--- config.mk ---
export PLATFORM = sky130hd
export DESIGN_NAME = i2c_target
export DESIGN_NICKNAME = d
export VERILOG_FILES = /design/src/rtl/i2c_target.sv
export SDC_FILE = /design/constraint.sdc
export NUM_CORES = 1
export LEC_CHECK = 0
export CAP_MARGIN = 5
export CORE_MARGIN = 1.5
export CORE_UTILIZATION = 35
export CTS_BUF_LIST = sky130_fd_sc_hd__clkbuf_4
export CTS_CLUSTER_DIAMETER = 200
export CTS_CLUSTER_SIZE = 40
export DETAILED_ROUTE_END_ITERATION = 6
export PLACE_DENSITY = 0.6
export SLEW_MARGIN = 20
export SYNTH_ARGS = -nofsm -noshare
export SYNTH_HDL_FRONTEND = slang
export SYNTH_SLANG_ARGS = --single-unit
--- constraint.sdc ---
create_clock -name clk -period 2.1 [get_ports clk]
set_input_delay 0.42 -clock clk [delete_from_list [all_inputs] [get_ports clk]]
set_output_delay 0.42 -clock clk [all_outputs]
set_load 0.05 [all_outputs]
--- src/rtl/i2c_target.sv ---
// I2C target for 7-bit addressing: oversamples SCL/SDA, ACKs its own address and
// hands write bytes to / requests read bytes from the user logic. No clock stretching.
module i2c_target #(
  parameter logic [6:0] ADDR = 7'h50
) (
  input  logic       clk,
  input  logic       reset_n,
  input  logic       scl_in,
  input  logic       sda_in,
  output logic       sda_oe,
  output logic       wr_valid,
  output logic [7:0] wr_data,
  output logic       rd_req,
  input  logic [7:0] rd_data,
  output logic       busy,
  output logic       stop_det
);

  typedef enum logic [2:0] {
    k_idle,
    k_addr,
    k_addr_ack,
    k_write,
    k_write_ack,
    k_read,
    k_read_ack,
    k_ignore
  } state_t;

  logic [1:0] scl_sync, sda_sync;
  logic       scl_hist, sda_hist;
  logic       scl_s, sda_s;

  // Synchronizers reset to 1 so a released bus looks idle straight out of reset.
  always_ff @(posedge clk or negedge reset_n) begin
    if (!reset_n) begin
      scl_sync <= 2'b11;
      sda_sync <= 2'b11;
      scl_hist <= 1'b1;
      sda_hist <= 1'b1;
    end else begin
      // NOTE: non-blocking assignments make every flop sample the pre-edge value,
      // which is what turns these into a shift chain instead of a single wire.
      scl_sync <= {scl_sync[0], scl_in};
      sda_sync <= {sda_sync[0], sda_in};
      scl_hist <= scl_sync[1];
      sda_hist <= sda_sync[1];
    end
  end

  assign scl_s = scl_sync[1];
  assign sda_s = sda_sync[1];

  logic scl_rise, scl_fall, start_c, stop_c;

  assign scl_rise = scl_s & ~scl_hist;
  assign scl_fall = ~scl_s & scl_hist;
  assign start_c  = scl_s & scl_hist & sda_hist & ~sda_s;
  assign stop_c   = scl_s & scl_hist & ~sda_hist & sda_s;

  state_t     state, state_nxt;
  logic [2:0] bit_cnt, bit_cnt_nxt;
  logic [7:0] shreg, shreg_nxt;
  logic       byte_done, byte_done_nxt;
  logic       sda_oe_nxt, busy_nxt, wr_valid_nxt, rd_req_nxt, stop_det_nxt;
  logic [7:0] wr_data_nxt;

  always_ff @(posedge clk or negedge reset_n) begin
    if (!reset_n) begin
      state     <= k_idle;
      bit_cnt   <= '0;
      shreg     <= '0;
      byte_done <= 1'b0;
      sda_oe    <= 1'b0;
      busy      <= 1'b0;
      wr_valid  <= 1'b0;
      wr_data   <= '0;
      rd_req    <= 1'b0;
      stop_det  <= 1'b0;
    end else begin
      state     <= state_nxt;
      bit_cnt   <= bit_cnt_nxt;
      shreg     <= shreg_nxt;
      byte_done <= byte_done_nxt;
      sda_oe    <= sda_oe_nxt;
      busy      <= busy_nxt;
      wr_valid  <= wr_valid_nxt;
      wr_data   <= wr_data_nxt;
      rd_req    <= rd_req_nxt;
      stop_det  <= stop_det_nxt;
    end
  end

  always_comb begin
    // NOTE: every output of this block gets a default first, so no path can
    // leave one unassigned and infer a latch.
    state_nxt     = state;
    bit_cnt_nxt   = bit_cnt;
    shreg_nxt     = shreg;
    byte_done_nxt = byte_done;
    sda_oe_nxt    = sda_oe;
    busy_nxt      = busy;
    wr_data_nxt   = wr_data;
    wr_valid_nxt  = 1'b0;
    rd_req_nxt    = 1'b0;
    stop_det_nxt  = 1'b0;

    if (stop_c) begin
      state_nxt     = k_idle;
      sda_oe_nxt    = 1'b0;
      busy_nxt      = 1'b0;
      byte_done_nxt = 1'b0;
      stop_det_nxt  = 1'b1;
    end else if (start_c) begin
      state_nxt     = k_addr;
      bit_cnt_nxt   = '0;
      sda_oe_nxt    = 1'b0;
      busy_nxt      = 1'b0;
      byte_done_nxt = 1'b0;
    end else begin
      unique case (state)
        k_addr: begin
          if (scl_rise) begin
            shreg_nxt   = {shreg[6:0], sda_s};
            bit_cnt_nxt = bit_cnt + 3'd1;
            if (bit_cnt == 3'd7) byte_done_nxt = 1'b1;
          end else if (scl_fall && byte_done) begin
            byte_done_nxt = 1'b0;
            if (shreg[7:1] == ADDR) begin
              state_nxt  = k_addr_ack;
              sda_oe_nxt = 1'b1;
              busy_nxt   = 1'b1;
              rd_req_nxt = shreg[0];
            end else begin
              state_nxt  = k_ignore;
              sda_oe_nxt = 1'b0;
            end
          end
        end

        // shreg[0] still holds R/W here: nothing shifts during the ACK bit.
        k_addr_ack: begin
          if (scl_fall) begin
            bit_cnt_nxt = '0;
            if (!shreg[0]) begin
              sda_oe_nxt = 1'b0;
              state_nxt  = k_write;
            end else begin
              shreg_nxt  = rd_data;
              sda_oe_nxt = ~rd_data[7];
              state_nxt  = k_read;
            end
          end
        end

        k_write: begin
          if (scl_rise) begin
            shreg_nxt   = {shreg[6:0], sda_s};
            bit_cnt_nxt = bit_cnt + 3'd1;
            if (bit_cnt == 3'd7) begin
              byte_done_nxt = 1'b1;
              wr_data_nxt   = {shreg[6:0], sda_s};
              wr_valid_nxt  = 1'b1;
            end
          end else if (scl_fall && byte_done) begin
            byte_done_nxt = 1'b0;
            sda_oe_nxt    = 1'b1;
            state_nxt     = k_write_ack;
          end
        end

        k_write_ack: begin
          if (scl_fall) begin
            sda_oe_nxt = 1'b0;
            state_nxt  = k_write;
          end
        end

        k_read: begin
          if (scl_rise) begin
            bit_cnt_nxt = bit_cnt + 3'd1;
            if (bit_cnt == 3'd7) byte_done_nxt = 1'b1;
          end else if (scl_fall) begin
            if (byte_done) begin
              byte_done_nxt = 1'b0;
              sda_oe_nxt    = 1'b0;
              state_nxt     = k_read_ack;
            end else begin
              shreg_nxt  = {shreg[6:0], 1'b0};
              sda_oe_nxt = ~shreg[6];
            end
          end
        end

        // byte_done doubles as "controller ACKed" while waiting for the fall.
        k_read_ack: begin
          if (scl_rise) begin
            if (!sda_s) begin
              rd_req_nxt    = 1'b1;
              byte_done_nxt = 1'b1;
            end else begin
              busy_nxt  = 1'b0;
              state_nxt = k_ignore;
            end
          end else if (scl_fall && byte_done) begin
            byte_done_nxt = 1'b0;
            shreg_nxt     = rd_data;
            sda_oe_nxt    = ~rd_data[7];
            state_nxt     = k_read;
          end
        end

        k_ignore: sda_oe_nxt = 1'b0;

        k_idle: ;

        default: state_nxt = k_idle;
      endcase
    end
  end

endmodule

After elaboration in Yosys (flattened, before gate mapping)
Index checks and enable logic that the tools add are counted.
W data, S select, Z words.

storage, ports and cells
  bits in registers = 34
  input port bits = 12
  output and inout port bits = 13
  word-level logic and storage cells = 162

cells by class
  add/sub/neg operators = 1
  eq/ne operators = 37
  multiplexer cells = 77
  bitwise gates (word level) = 15
  reductions and logical operators = 17

operators by type and width
  operator              count
  $mux W8               8
  $mux W3               19
  $ne A4 B4 Y1 const B  14
  $mux W1               43
  $pmux W8 S4           1
  $reduce_and A11 Y1    2
  $ne A5 B5 Y1 const B  4
  $pmux W3 S6           1
  $eq A3 B3 Y1 const B  5
  $ne A2 B2 Y1 const B  7
  $reduce_and A12 Y1    1
  $reduce_and A10 Y1    1
  $reduce_bool A9 Y1    1
  $not A1 Y1            8
  $reduce_bool A4 Y1    2
  $reduce_bool A8 Y1    1
  $and A1 B1 Y1         7
  $eq A7 B7 Y1 const B  1
  $pmux W1 S7           1
  $eq A3 B2 Y1 const B  2
  $pmux W3 S2           1
  $reduce_and A6 Y1     1
  $reduce_and A5 Y1     1
  $reduce_bool A5 Y1    1
  other kinds (13)      14

Logic depth before layout (Yosys ltp)
Gate-level depths: netlist (run 1).

  depth in word-level cells = 8
  depth in mapped cells = 7
  gate-level depth less buffers = 7

Least setup slack after synthesis (run 1)
No wires, ideal clock.

  path type = flip-flop to flip-flop
  start = register scl_hist
  end = register shreg[1]
  setup time = 0.125 ns
  arrival time = 2.136 ns
  data required time = 1.975 ns
  path slack = -0.161 ns
  stages on the path, launching flop included = 7
  buffers on the path = 0
  period minus slack after synthesis = 2.261 ns
  cell sequence = dfstp_2 inv_1 ha_1 or3_1 a311oi_2 a21boi_4 mux2_2

between the ends
  word-level cells in the longest chain between the ends = 5
  elaborated cells between the ends (all ways) = 18
  those cells by class = 6 x eq/ne; 10 x bitwise; 2 x reduce/logical

RTL lines
  item                                                   line    RTL
  start: declaration                                     31      logic scl_hist, sda_hist;
  start signal: assignment                               46      scl_hist <= scl_sync[1];
  $and A1 B1 Y1                                          58, 59
  $and A1 B1 Y1, on equally long branches (2 in series)  59, 58
  $not A1 Y1 (no source line)                            -
  $reduce_and A11 Y1 (no source line) (*)                -
  end signal: assignment                                 83      shreg <= shreg_nxt;
  end: declaration                                       63      logic [7:0] shreg, shreg_nxt;

Every way passes the cells marked *; elsewhere a longest branch is shown, timed or not.
A chain may end at the register's enable or synchronous reset.

Worst setup path in the final report (run 1)
  start = register scl_hist
  end = register shreg[2]

Same word-level chain as after synthesis.

==> results of run 1 <==
## cell usage in the layout (no fill, tap or decap), drive strengths merged, types with 2 or more instances in the layout
cell type      count
nor3               3
nand4              2
a21oi             12
buf               28
clkdlybuf4s50     24
nor2              15
nor2b              4
a31oi              2
or3                2
a22o               7
a311oi             2
clkinv             2
inv                8
o21ai             14
o31ai              2
dfstp              6
nand2b             4
ha                 5
a22oi              2
and2               2
dfrtp             28
mux2              16
nand3              4
a21boi             3
clkbuf             5
nand2             15
## cells in the mapped netlist, types with 2 or more instances
| master | count |
|---|---|
| dfstp_2 | 6 |
| clkbuf_1 | 10 |
| and2_1 | 2 |
| ha_1 | 5 |
| inv_1 | 8 |
| o31ai_1 | 2 |
| nand3_1 | 4 |
| a21oi_1 | 12 |
| a21boi_0 | 2 |
| a31oi_1 | 2 |
| a22oi_1 | 2 |
| mux2_2 | 16 |
| nor2b_1 | 4 |
| a22o_1 | 7 |
| nor2_1 | 15 |
| nand4_1 | 2 |
| buf_2 | 3 |
| o21ai_0 | 14 |
| nor3_1 | 2 |
| or3_1 | 2 |
| nand2b_1 | 3 |
| dfrtp_1 | 28 |
| nand2_1 | 15 |
## cell type report
class / count / area, um^2
fill: 498 / 2680
multi-input combinational: 135 / 998
clock buffer: 5 / 37.5
clock inverter: 3 / 16.3
inverter: 8 / 30.0
tap: 70 / 87.6
sequential: 34 / 858
timing repair buffer: 52 / 463
## registers in the layout, summed over array words and instances, names as in the netlist
register / count
bit_cnt: 3
busy: 1
byte_done: 1
rd_req: 1
scl_hist: 1
scl_sync: 2
sda_hist: 1
sda_oe: 1
sda_sync: 2
shreg: 8
state: 3
stop_det: 1
wr_data: 8
wr_valid: 1
## worst max-delay path by stage
stage | from | endpoint | slack [ns]
final | scl_hist$_DFF_PN1_ | shreg[2]$_DFFE_PN0P_ | -0.11
after floorplan | scl_hist$_DFF_PN1_ | shreg[1]$_DFFE_PN0P_ | -0.09
after global routing | scl_hist$_DFF_PN1_ | shreg[3]$_DFFE_PN0P_ | -0.15
after global placement | scl_hist$_DFF_PN1_ | shreg[3]$_DFFE_PN0P_ | -0.07
after CTS | scl_hist$_DFF_PN1_ | shreg[2]$_DFFE_PN0P_ | -0.09
after detailed placement | scl_hist$_DFF_PN1_ | shreg[4]$_DFFE_PN0P_ | -0.07
## what timing repair did
action | 4_1_cts | 5_1_grt
setup buffers | 1 | 1
pin swaps | 0 | 2
endpoints found under the setup margin | 8 | 8
gates resized for setup | 1 | 2
endpoints found under the hold margin | 0 | 0
## cell families (layout without fill, tap and decap cells)
kind of cell / count (synthesis) / count (layout) / share of synthesized area (%)
AND/OR/NAND/NOR: 58 / 58 / 16.3
AO/OA/AOI/OAI: 55 / 55 / 20.4
flip-flops: 34 / 34 / 45.2
buffers and inverters: 22 / 68 / 4.94
multiplexers: 16 / 16 / 9.49
adder cells (fa/ha/maj): 5 / 5 / 3.29
XOR/XNOR: 1 / 1 / 0.461
## stage by stage
| stage | total power, mW | instances | instance area [um^2] | TNS [ns] |
|---|---|---|---|---|
| floorplan | 1.84 | 191 | 1940 | -0.626 |
| global placement | 2.28 | 297 | 2410 | -0.454 |
| detailed placement | 2.29 | 297 | 2410 | -0.512 |
| CTS | 2.66 | 306 | 2470 | -0.601 |
| global route | 2.88 | 307 | 2490 | -1.02 |
| finish | 2.67 | 307 | 2490 | -0.717 |
## layer usage
metal,part of all wire [%],global-route usage (%),up-vias
met5,0,0,-
met4,1.3,7.04,0
met3,4.7,3.57,9
met2,46,24.7,41
met1,47,23.1,769
li1,-,-,786
## power groups by stage
stage / logic (mW) / registers (mW) / clock network (mW)
after floorplan: 0.909 / 0.933 / 0
after global placement: 1.31 / 0.970 / 0
after detailed placement: 1.32 / 0.965 / 0
after CTS: 1.33 / 0.955 / 0.374
after global routing: 1.50 / 0.980 / 0.404
final: 1.35 / 0.956 / 0.359
## worst reg2reg max path, cell delays in order, from the launching register on
cell,delay (ns)
dfstp_2,0.55
inv_2,0.04
ha_4,0.15
or3_4,0.36
a311oi_2,0.32
a21boi_4,0.25
buf_12,0.15
mux2_4,0.29
==> impl_metrics.csv, run 1 <==
group,metric,value,unit
run_status,outcome,"finished, violations left",
run_status,violations,"setup timing",
synthesis,synth_fp_nets,208,
timing,finalCritPeriodShare,105,%
floorplan,rows,26,
grt,grt_max_degree,35,
pwr,powerDensity,1070,nW/um^2
cells_and_area,layout.nets,253,
timing,setup_viol,7,
floorplan,coreArea,5170,um^2
hold_path,hp-start,"scl_sync[0]$_DFF_PN1_",
timing,slew_headroom,64.0,%
clock_tree,worstSkewPairLatency,0.35,ns
critical_path,r2r_setup_slack,-0.11,ns
clock_tree,path_clk_slew,0.10,ns
critical_path,arrival,2.45,ns
critical_path,cp_num_buf_inv,2,
synthesis,synth_flop_cell,"dfrtp_1",
timing,whs,0.362,ns
clock_tree,cts.sinks,34,
clock_tree,clock_path_buffers,2,
route,postRouteAntennaNets,0,
clock_tree,htree_levels,2,
pwr,p_switching,1.06,mW
critical_path,start_kind,"flop",
critical_path,worstPathRequired,2.34,ns
pwr,swShare,39.6,%
pwr,clkPwrFrac,13.4,%
critical_path,cp_max_fo,7,
cells_and_area,fin_util,48.2,%
grt,grt_pass1_vias,1583,
timing,fmax,0.453,GHz
synthesis,async_flop_share,100,%
grt,grt_use_total,16.6,%
synthesis,ys_seq_elements,34,
critical_path,path_depth,7,
critical_path,path_cells,"inv_2, ha_4, or3_4, a311oi_2, a21boi_4, buf_12, mux2_4",
floorplan,die_w,76.7,um
run,max_cap_viol_count,0,
placement,portBuffers,24,
critical_path,cp_slowest_cell,"dfstp_2",
timing,drv_slew,0,
timing,setup_slack,-0.107,ns
placement,gp_congestion,0.873,
clock_tree,tritoncts,"built",
route,dr.pass1.iters,4,
critical_path,cpPeakStageDelay,0.55,ns
route,drc,0,
hold_path,hold_path_class,"reg -> reg",
critical_path,worstSetupEndpointType,"flop",
pwr,leakage,1.10,nW
pwr,ir_drop,619,uV
clock_tree,cts-buffers-inserted,5,
hold_path,min_to,"scl_sync[1]$_DFF_PN1_",
synthesis,ys_seq_area_share,45.2,%
route,via_per_inst,5.23,
critical_path,path_class,"reg -> reg",
clock_tree,cts_hold_buf,0,
grt,antenna_found_initial,0,
synthesis,synth_area_leaders,"dfrtp_1, mux2_2, dfstp_2, o21ai_0, ha_1",
pwr,internal-power,1.61,mW
cells_and_area,antennaDiodeCount,0,
critical_path,reg2reg_depth,7,
placement,hpwl,3230,um
cells_and_area,layout-drive-gt1-share,27.4,%
synthesis,ys_types,48,
cells_and_area,area_growth_syn_to_layout,31.2,%
pwr,power_frac_seq,35.8,%
placement,dpl_worst_slack,-0.0732,ns
synthesis,syn_area_per_cell,9.94,um^2
timing,hold_viol,0,
route,wl,4540,um
floorplan,dieArea,5880,um^2
clock_tree,root_buffer,"clkbuf_4",
timing,grt_setup_unrepaired,"true",
route,wl_per_cell,14.8,um
synthesis,synth_top_area_share,36.9,%
route,vias,1605,
route,drt_iter0_drc,98,
critical_path,critPathTopFamily,"compound AO/OA/AOI/OAI gates",
timing,period_needed,2.21,ns
floorplan,boundaryPins,25,
synthesis,syn_area,1900,um^2
hold_path,whs_path_depth,0,
synthesis,syn_inst,191,
synthesis,yosysTopAreaCell,"dfrtp_1",
floorplan,initial_core_util,36.7,%
grt,overflow,0,
synthesis,synth_edf_count,0,
floorplan,fp.dieH,76.7,um
critical_path,rr_startpoint,"scl_hist$_DFF_PN1_",
timing,fin_worst_skew,0.00838,ns
critical_path,r2r-end,"shreg[2]$_DFFE_PN0P_",
synthesis,yosys_warnings,0,
timing,tightest_slew,0.538,ns
pwr,comb_power_share,50.7,%
grt,grt_pass1_wl,7750,um
Power figures use the tool's default switching activity.
==> run 2: changes to the inputs <==
- ABC_AREA: default -> 1
- PLACE_DENSITY: 0.6 -> 0.57
- clock period: 2.1 -> 2.6 ns (I/O delays scaled with it)
==> impl_metrics.csv, run 2 <==
group,metric,value,unit
cells_and_area,fin_util,42.0,%
grt,grt_max_degree,35,
pwr,fin_total_pwr,2.44,mW
clock_tree,cts_hold_buf,0,
pwr,powerDensity,975,nW/um^2
grt,overflow,0,
synthesis,synth_fp_nets,324,
critical_path,cp_slowest_cell,"clkdlybuf4s50_1",
critical_path,cp_num_buf_inv,1,
clock_tree,htree_levels,2,
cells_and_area,finalInstanceArea,2500,um^2
cells_and_area,final_cell_mix,"nand2_1, nand3_1, dfrtp_1, nor2_1, clkdlybuf4s50_1",
synthesis,yosysTopAreaCell,"dfrtp_1",
route,via_per_inst,4.97,
timing,setup_slack,0.541,ns
timing,drv_slew,0,
floorplan,dieArea,6650,um^2
synthesis,synth_area_leaders,"dfrtp_1, nand2_1, nand3_1, dfstp_2, nor2_1",
grt,grt_pass1_vias,1788,
placement,post_dp_cell_area,2450,um^2
run_status,outcome,"finished, final reports clean",
timing,fin_setup_tns,0,ns
pwr,ir_drop,385,uV
route,drt_iter0_drc,124,
critical_path,r2r_setup_slack,0.58,ns
synthesis,netlist_top_cells_count,"nand2_1, nand3_1, dfrtp_1",
synthesis,synth_top_area_share,32.4,%
route,dr.pass1.iters,4,
timing,period_needed,2.06,ns
critical_path,cp_max_fo,3,
cells_and_area,nFillCells,640,
clock_tree,clock_path_buffers,2,
synthesis,synth_flop_cell,"dfrtp_1",
synthesis,ys_types,30,
cells_and_area,area_growth_syn_to_layout,15.9,%
route,drc,0,
synthesis,async_flop_share,100,%
clock_tree,root_buffer,"clkbuf_4",
critical_path,path_depth,1,
critical_path,cpPeakStageDelay,0.81,ns
placement,hpwl,3840,um
grt,grt_pass1_wl,8530,um
grt,grt_use_total,16.9,%
route,postRouteAntennaNets,0,
cells_and_area,final_common_cell,"nand2_1",
critical_path,path_class,"reg -> out",
clock_tree,tritoncts,"built",
timing,tightest_slew,0.491,ns
pwr,leakage,1.32,nW
hold_path,hp-start,"sda_sync[0]$_DFF_PN1_",
clock_tree,cts_resized,0,
floorplan,initial_core_util,36.3,%
synthesis,ys_seq_elements,34,
floorplan,die_w,81.6,um
cells_and_area,layout-drive-gt1-share,11.4,%
floorplan,rows,28,
hold_path,hold_path_class,"reg -> reg",
grt,antenna_found_initial,0,
critical_path,rr_startpoint,"scl_sync[1]$_DFF_PN1_",
critical_path,arrival,1.54,ns
synthesis,syn_inst,307,
critical_path,worstPathRequired,2.08,ns
critical_path,reg2reg_depth,8,
synthesis,synth_edf_count,0,
cells_and_area,antennaDiodeCount,0,
timing,fin_worst_skew,0.00355,ns
synthesis,yosysMostFrequentCell,"nand2_1",
synthesis,ys_seq_area_share,39.7,%
cells_and_area,top_regs,"shreg x8, wr_data x8",
clock_tree,cts-buffers-inserted,5,
timing,slew_headroom,67.2,%
clock_tree,worstSkewPairLatency,0.34,ns
critical_path,startpoint,"busy$_DFFE_PN0P_",
floorplan,fp.dieH,81.6,um
synthesis,syn_area_per_cell,7.03,um^2
placement,dpl_worst_slack,0.645,ns
timing,finalCritPeriodShare,79.2,%
synthesis,yosys_warnings,0,
cells_and_area,layout.nets,348,
timing,fmax,0.486,GHz
clock_tree,path_clk_slew,0.10,ns
placement,portBuffers,24,
floorplan,coreArea,5960,um^2
critical_path,critPathTopFamily,"buffers and inverters",
route,wl_per_cell,12.7,um
clock_tree,cts.sinks,34,
timing,hold_viol,0,
critical_path,worstSetupEndpointType,"primary output",
synthesis,syn_area,2160,um^2
critical_path,start_kind,"flop",
run,max_cap_viol_count,0,
clock_tree,cts_setup_buffers,0,
placement,gp_congestion,0.885,
floorplan,boundaryPins,25,
route,wl,5180,um
critical_path,path_cells,"clkdlybuf4s50_1",
timing,grt_setup_unrepaired,"false",
route,vias,2022,
timing,setup_viol,0,
hold_path,whs_path_depth,0,
## run 2: cell count changes after synthesis, moves of 6 or more
cell	change
nand2_2	+6
nor2_1	+9
mux2_2	-16
inv_1	+15
nand3_1	+31
a22o_1	-7
o21ai_0	-7
clkbuf_1	-9
nand2_1	+105
## run 2: routing by layer
layer	vias up	routed length (um)	track usage (%)
met3	7	254	2.67
li1	1030	-	-
met1	925	2590	24.9
met5	-	0	0
met2	60	2280	24.9
met4	0	62	5.69
## run 2: final timing paths
kind,endpoint
worst max-delay path,busy
worst min-delay path,sda_sync[1]$_DFF_PN1_
worst max register to register,wr_data[2]$_DFFE_PN0P_
worst min register to register,sda_sync[1]$_DFF_PN1_
max in group asynchronous,scl_sync[0]$_DFF_PN1_
min in group asynchronous,stop_det$_DFF_PN0_
## run 2: stage by stage
step | hold WS [ns] | std cells
finish | 0.361 | 407
global route | 0.369 | 407
CTS | 0.363 | 407
detailed placement | 0.347 | 399
global placement | 0.345 | 399
floorplan | 0.224 | 307
## run 2: report_power, final
group	switching (mW)	total (mW)	internal, mW
registers	0.147	0.777	0.629
logic	0.919	1.37	0.451
clock network	0.182	0.293	0.112
## run 2: cell type report
type                            instances  area, um^2  area share [%]
Clock inverter                          2        8.76           0.350
Sequential cell                        34         858            34.3
Timing Repair Buffer                   25         248            9.90
Inverter                               28         105            4.20
Clock buffer                            6        45.0            1.80
Multi-Input combinational cell        237        1140            45.7
Tap cell                               75        93.8            3.75
## run 2: logic make-up after synthesis
| family | count (synthesis) | share of synthesized area, % |
|---|---|---|
| buf+inv | 36 | 7.30 |
| simple gates | 207 | 43.5 |
| flops | 34 | 39.7 |
| compound gates | 25 | 6.55 |
| fa+ha+maj | 5 | 2.90 |
